### src/rtl/btn_debounce_if.sv
`default_nettype none
// ---------------------------------------------------------------------------
// btn_debounce_if : slow-clock input, raw buttons and debounced event outputs
// Rev 1.0
// ---------------------------------------------------------------------------
interface btn_debounce_if #(
   parameter int N_BTN = 5
);
   logic             clk_debounce;
   logic [N_BTN-1:0] btn_raw;
   logic [N_BTN-1:0] btn_level;
   logic [N_BTN-1:0] btn_press;
   logic [N_BTN-1:0] btn_release;
   logic [N_BTN-1:0] btn_repeat;
   logic             sample_tick;

   modport master (
      output clk_debounce, btn_raw,
      input  btn_level, btn_press, btn_release, btn_repeat, sample_tick
   );

   modport slave (
      input  clk_debounce, btn_raw,
      output btn_level, btn_press, btn_release, btn_repeat, sample_tick
   );
endinterface
`default_nettype wire

### src/rtl/btn_debounce.sv
`default_nettype none
// ---------------------------------------------------------------------------
// btn_debounce : tick-sampled debouncer with press/release/auto-repeat pulses
// Rev 1.0
// ---------------------------------------------------------------------------
module btn_debounce #(
   parameter int N_BTN        = 5,
   parameter int STABLE_TICKS = 4,
   parameter int REPEAT_START = 250,
   parameter int REPEAT_RATE  = 50
) (
   input  wire logic     clk,
   input  wire logic     rst,
   btn_debounce_if.slave bus
);

   localparam logic [3:0] STABLE_CNT    = 4'(STABLE_TICKS);
   localparam logic [9:0] RPT_START_CNT = 10'(REPEAT_START);
   localparam logic [9:0] RPT_RATE_CNT  = 10'(REPEAT_RATE);

   typedef enum logic [1:0] {
      RPT_IDLE   = 2'd0,
      RPT_DELAY  = 2'd1,
      RPT_REPEAT = 2'd2
   } rpt_state_e;

   logic             dbc_s1_q, dbc_s1_d;
   logic             dbc_s2_q, dbc_s2_d;
   logic             dbc_s3_q, dbc_s3_d;
   logic             tick_q, tick_d;
   logic [N_BTN-1:0] btn_s1_q, btn_s1_d;
   logic [N_BTN-1:0] sync_btn_q, sync_btn_d;

   always_comb begin
      dbc_s1_d   = bus.clk_debounce;
      dbc_s2_d   = dbc_s1_q;
      dbc_s3_d   = dbc_s2_q;
      tick_d     = dbc_s2_q & ~dbc_s3_q;
      btn_s1_d   = bus.btn_raw;
      sync_btn_d = btn_s1_q;
   end

   always_ff @(posedge clk or posedge rst) begin
      if (rst) begin
         dbc_s1_q   <= 1'b0;
         dbc_s2_q   <= 1'b0;
         dbc_s3_q   <= 1'b0;
         tick_q     <= 1'b0;
         btn_s1_q   <= '0;
         sync_btn_q <= '0;
      end else begin
         dbc_s1_q   <= dbc_s1_d;
         dbc_s2_q   <= dbc_s2_d;
         dbc_s3_q   <= dbc_s3_d;
         tick_q     <= tick_d;
         btn_s1_q   <= btn_s1_d;
         sync_btn_q <= sync_btn_d;
      end
   end

   assign bus.sample_tick = tick_q;

   generate
      for (genvar i = 0; i < N_BTN; i++) begin : g_btn
         logic [3:0] cnt_q, cnt_d;
         logic       level_q, level_d;
         logic       press_q, press_d;
         logic       release_q, release_d;
         rpt_state_e state_q, state_d;
         logic [9:0] rcnt_q, rcnt_d;
         logic       repeat_q, repeat_d;

         // Level flips in the same cycle the agree counter would reach STABLE_CNT.
         always_comb begin
            cnt_d   = cnt_q;
            level_d = level_q;
            if (tick_q) begin
               if (sync_btn_q[i] == level_q) begin
                  cnt_d = '0;
               end else if (cnt_q + 4'd1 == STABLE_CNT) begin
                  cnt_d   = '0;
                  level_d = ~level_q;
               end else begin
                  cnt_d = cnt_q + 4'd1;
               end
            end
            press_d   = level_d & ~level_q;
            release_d = ~level_d & level_q;
         end

         // Release wins over a repeat hit landing on the same tick.
         always_comb begin
            state_d  = state_q;
            rcnt_d   = rcnt_q;
            repeat_d = 1'b0;
            if (release_d) begin
               state_d = RPT_IDLE;
               rcnt_d  = '0;
            end else begin
               case (state_q)
                  RPT_IDLE: begin
                     if (press_d) begin
                        state_d = RPT_DELAY;
                        rcnt_d  = '0;
                     end
                  end
                  RPT_DELAY: begin
                     if (tick_q) begin
                        if (rcnt_q + 10'd1 == RPT_START_CNT) begin
                           repeat_d = 1'b1;
                           rcnt_d   = '0;
                           state_d  = RPT_REPEAT;
                        end else begin
                           rcnt_d = rcnt_q + 10'd1;
                        end
                     end
                  end
                  RPT_REPEAT: begin
                     if (tick_q) begin
                        if (rcnt_q + 10'd1 == RPT_RATE_CNT) begin
                           repeat_d = 1'b1;
                           rcnt_d   = '0;
                        end else begin
                           rcnt_d = rcnt_q + 10'd1;
                        end
                     end
                  end
                  default: begin
                     state_d = RPT_IDLE;
                     rcnt_d  = '0;
                  end
               endcase
            end
         end

         always_ff @(posedge clk or posedge rst) begin
            if (rst) begin
               cnt_q     <= '0;
               level_q   <= 1'b0;
               press_q   <= 1'b0;
               release_q <= 1'b0;
               state_q   <= RPT_IDLE;
               rcnt_q    <= '0;
               repeat_q  <= 1'b0;
            end else begin
               cnt_q     <= cnt_d;
               level_q   <= level_d;
               press_q   <= press_d;
               release_q <= release_d;
               state_q   <= state_d;
               rcnt_q    <= rcnt_d;
               repeat_q  <= repeat_d;
            end
         end

         assign bus.btn_level[i]   = level_q;
         assign bus.btn_press[i]   = press_q;
         assign bus.btn_release[i] = release_q;
         assign bus.btn_repeat[i]  = repeat_q;
      end
   endgenerate

endmodule
`default_nettype wire

### src/flat_wrapper.sv
// flat-port wrapper written by rule: the top's interface ports become plain ports
module btn_debounce_flat 
#(
   parameter int N_BTN        = 5,
   parameter int STABLE_TICKS = 4,
   parameter int REPEAT_START = 250,
   parameter int REPEAT_RATE  = 50
)
  (clk, rst, bus_clk_debounce, bus_btn_raw, bus_btn_level, bus_btn_press, bus_btn_release, bus_btn_repeat, bus_sample_tick);
  btn_debounce_if #(.N_BTN(N_BTN)) bus_i ();
  input  wire logic clk;
  input  wire logic rst;
  input wire logic [$bits(bus_i.clk_debounce)-1:0] bus_clk_debounce;
  input wire logic [$bits(bus_i.btn_raw)-1:0] bus_btn_raw;
  output wire logic [$bits(bus_i.btn_level)-1:0] bus_btn_level;
  output wire logic [$bits(bus_i.btn_press)-1:0] bus_btn_press;
  output wire logic [$bits(bus_i.btn_release)-1:0] bus_btn_release;
  output wire logic [$bits(bus_i.btn_repeat)-1:0] bus_btn_repeat;
  output wire logic [$bits(bus_i.sample_tick)-1:0] bus_sample_tick;
  assign bus_i.clk_debounce = bus_clk_debounce;
  assign bus_i.btn_raw = bus_btn_raw;
  assign bus_btn_level = bus_i.btn_level;
  assign bus_btn_press = bus_i.btn_press;
  assign bus_btn_release = bus_i.btn_release;
  assign bus_btn_repeat = bus_i.btn_repeat;
  assign bus_sample_tick = bus_i.sample_tick;
  btn_debounce #(.N_BTN(N_BTN), .STABLE_TICKS(STABLE_TICKS), .REPEAT_START(REPEAT_START), .REPEAT_RATE(REPEAT_RATE)) u_core (.clk(clk), .rst(rst), .bus(bus_i));
endmodule
### config.mk
export PLATFORM = sky130hd
export DESIGN_NAME = btn_debounce_flat
export DESIGN_NICKNAME = d
export VERILOG_FILES = /design/src/rtl/btn_debounce_if.sv /design/src/rtl/btn_debounce.sv /design/src/flat_wrapper.sv
export SDC_FILE = /design/constraint.sdc
export NUM_CORES = 1
export LEC_CHECK = 0
export CAP_MARGIN = 15
export CORE_MARGIN = 5
export CORE_UTILIZATION = 35
export DETAILED_ROUTE_END_ITERATION = 10
export GPL_TIMING_DRIVEN = 0
export HOLD_SLACK_MARGIN = 0.02
export SLEW_MARGIN = 20
export SYNTH_ARGS = -nofsm -noshare
export SYNTH_HDL_FRONTEND = slang
export SYNTH_SLANG_ARGS = --single-unit
### constraint.sdc
create_clock -name clk -period 5.01 [get_ports clk]
set_input_delay 1.2525 -clock clk [delete_from_list [all_inputs] [get_ports clk]]
set_output_delay 1.2525 -clock clk [all_outputs]
set_load 0.01 [all_outputs]
==> reports/qor.tcl <==
set qor(run_status) {finished clean}
set qor(tightestPinTransition_ps) 894
set qor(std_cell_rows) 52
set qor(avgSynthCellArea_um2) 9.10
set qor(synth.cell_area_um2) 7300
set qor(period_share_pct) 58.3
set qor(power_switching_uw) 1060
set qor(hold-path-cell-count) 0
set qor(hold_buffers) 0
set qor(grt_pass1_vias) 5661
set qor(fmax_mhz) 342
set qor(finalWorstPathRequiredPeriod_ps) 2920
set qor(grt_max_degree) 74
set qor(nets) 897
set qor(max_slew_margin_pct) 39.9
set qor(timing.final.hold_violations) 0
set qor(syn2layout_area_growth_pct) 17.5
set qor(overall_overflow_remaining_after_global_route) 0
set qor(ctsRootBufferMaster) {sky130_fd_sc_hd__clkbuf_16}
set qor(diodes_inserted) 0
set qor(cts.sinks) 114
set qor(synthFlopType) {sky130_fd_sc_hd__dfrtp_1}
set qor(gp_routability_congestion) 0.866
set qor(power_frac_comb_pct) 25.2
set qor(power.clock.fraction_pct) 39.5
set qor(synth_warnings) 0
set qor(async_set_or_reset_register_ratio_after_synthesis_pct) 100
set qor(hpwl_um) 10900
set qor(cell_internal_pwr_uw) 2200
set qor(critical_path_arrival_ps) 3210
set qor(synth_enable_flop_cells) 0
set qor(syn-instance-count) 802
set qor(timing.rr.start) {u_core.g_btn[1].rcnt_q[0]}
set qor(clock_insertion_delay_at_the_later_pin_of_the_skew_report_ps) 420
set qor(worst-path-max-fanout) 10
set qor(r2r_cells) 9
set qor(grt_first_pass_wirelength_um) 27200
set qor(drv_slew) 0
set qor(critical_path.startpoint_type) {register}
set qor(p_sw_share_pct) 32.5
set qor(rsz_0062_raised_after_global_routing) {no}
set qor(worst-r2r-setup-slack_ps) 2090
set qor(post-route-util_pct) 42.1
set qor(netlist-cell-type-count) 80
set qor(detail_route.iter0.violations) 341
set qor(seq_cells_post_synth) 114
set qor(dieWidth_um) 154
set qor(path_clk_slew_ps) 60
set qor(number_of_antenna_violations_at_the_first_check_in_global_routing) 0
set qor(final_hold_slack_ps) 344
set qor(worst-setup-path-type) {reg -> reg}
set qor(postCtsSetupBuffers) 0
set qor(total_clock_buffers_created_by_cts) 17
set qor(nFillCells) 2012
set qor(viasPerCell) 5.26
set qor(post_drt_wl_per_cell_um) 13.7
set qor(die_area_um2) 23800
set qor(ys_seq_area_share_pct) 39.1
set qor(proportion_of_power_drawn_by_flip_flops_and_latches_pct) 35.3
set qor(cts-resized-gates) 0
set qor(fin_worst_skew_ps) 5.87
set qor(drc_errors) 0
set qor(worstHoldPathType) {reg -> reg}
set qor(floorplan.initialDensity_pct) 35.8
set qor(worstHoldStart) {u_core.btn_s1_q[2]}
set qor(cts_buffer_depth) 2
set qor(detail_route.first_pass.iterations) 4
set qor(report.final.setup_viol) 0
set qor(total_leakage_power_uw) 0.00362
set qor(end_kind) {register}
set qor(numPortBuffers) 28
set qor(ant_nets) 0
set qor(worstReg2RegEnd) {u_core.g_btn[1].rcnt_q[6]}
set qor(floorplan.die.height_um) 154
set qor(post_route_cells_drive_above_1_share_pct) 12.1
set qor(min_delay_worst_endpoint) {u_core.sync_btn_q[2]}
set qor(grtUsageTotal_pct) 13.7
set qor(cts-htree-levels) 4
set qor(cap_violations) 0
set qor(worstPathRequired_ps) 5300
set qor(setup_tns_ps) 0
set qor(synth_nets) 849
set qor(seq_area_um2) 2850
set qor(top_level_ports) 29
set qor(floorplan.core_area_um2) 20400
set qor(cts_tree) {built}
set qor(power.ir.vdd_worst_uv) 244
set qor(cellPowerDensity_nw_per_um2) 379
set qor(finalWirelength_um) 15500
set qor(vias) 5962
set qor(multiInputGateArea_um2) 3970
[routing by layer]
metal | up-vias | track usage (%) | wire length [um]
met5 | - | 0 | 0
met4 | 0 | 4.75 | 238
met3 | 19 | 2.68 | 394
met2 | 58 | 21.9 | 7300
met1 | 2865 | 18.5 | 7610
li1 | 3020 | - | -
[power by group through the flow]
| stage | registers, uW | clock network, uW | logic (uW) |
|---|---|---|---|
| CTS | 1150 | 1320 | 828 |
| global placement | 1160 | 0 | 812 |
| detailed placement | 1160 | 0 | 825 |
| global route | 1170 | 1370 | 945 |
| finish | 1150 | 1290 | 820 |
| floorplan | 1130 | 0 | 638 |
[cells in the final DEF (no fill, tap or decap), drive strengths merged, types with 15 or more instances in the layout]
cell,Yosys,final
dfrtp,114,114
nand2,73,73
o21ai,68,68
nor2,49,49
inv,43,43
buf,41,42
ha,39,39
nand3,32,32
clkbuf,13,32
a21oi,29,29
clkdlybuf4s50,0,28
nor3,21,21
o31ai,16,16
nor2b,15,15
and3,15,15
a22o,15,15
[metrics by stage]
step                      instances  setup WS (ps)  instance area [um2]  power, uW
final                          1133           2090                 8580       3250
after global routing           1133           1850                 8580       3480
after CTS                      1133           2090                 8580       3300
after detailed placement       1101           2120                 7950       1980
after global placement         1100          -1160                 7920       1970
after floorplan                 802            742                 7300       1770
[worst max-delay path, stage by stage (launching register included)]
cell,delay [ps]
sky130_fd_sc_hd__dfrtp_1,450
sky130_fd_sc_hd__ha_1,180
sky130_fd_sc_hd__clkbuf_1,310
sky130_fd_sc_hd__nand2_1,90
sky130_fd_sc_hd__o2bb2ai_1,190
sky130_fd_sc_hd__o2111ai_1,230
sky130_fd_sc_hd__o31ai_1,820
sky130_fd_sc_hd__a21oi_2,220
sky130_fd_sc_hd__nand2_1,210
sky130_fd_sc_hd__o21ai_0,110
[synth_stat cells, drive strengths merged, types with 13 or more instances]
cell      n  area (um2)
dfrtp   114        2850
nand2    73         274
o21ai    68         340
nor2     49         191
inv      43         161
buf      41         267
ha       39         488
nand3    32         170
a21oi    29         149
nor3     21         105
o31ai    16         134
a22o     15         131
and3     15        93.8
nor2b    15        93.8
nand4    14        93.8
clkbuf   13        48.8
[how the worst max path moves through the flow]
stage,slack (ps),depth (start not counted),from,end
floorplan,740,1,rst,u_core.btn_s1_q[0]
global placement,-1160,2,rst,u_core.g_btn[2].rcnt_q[2]
detailed placement,2120,9,u_core.g_btn[1].rcnt_q[0],u_core.g_btn[1].rcnt_q[2]
CTS,2090,9,u_core.g_btn[1].rcnt_q[0],u_core.g_btn[1].rcnt_q[6]
global route,1850,9,u_core.g_btn[1].rcnt_q[0],u_core.g_btn[1].rcnt_q[6]
finish,2090,9,u_core.g_btn[1].rcnt_q[0],u_core.g_btn[1].rcnt_q[6]
[logic make-up after synthesis]
group                      count (synthesis)  share of synthesized area [%]
buffers and inverters                     97                           6.53
DFF                                      114                           39.1
and+or+nand+nor                          293                           21.7
xor gates and xnor gates                  22                           2.64
adders and majority gates                 39                           6.69
AOI/OAI and AO/OA                        226                           21.7
muxes                                     11                           1.66
[sequential cells by signal, indices dropped and copies added, names as in the netlist, 5 cells and up]
signal / flops
u_core.g_btn.rcnt_q: 50
u_core.g_btn.repeat_q: 5
u_core.g_btn.press_q: 5
u_core.g_btn.release_q: 5
u_core.g_btn.cnt_q: 20
u_core.g_btn.state_q: 10
u_core.btn_s1_q: 5
u_core.sync_btn_q: 5
u_core.g_btn.level_q: 5
[layout make-up]
type                            count  area share (%)
Buffer                             54            3.68
Clock buffer                       19            5.16
Clock inverter                     13            2.16
Inverter                           43            1.94
Multi-Input combinational cell    591            46.3
Sequential cell                   114            33.3
Tap cell                          270            3.94
Timing Repair Buffer               29            3.59
Note: power is estimated with default switching activity, not from simulation.
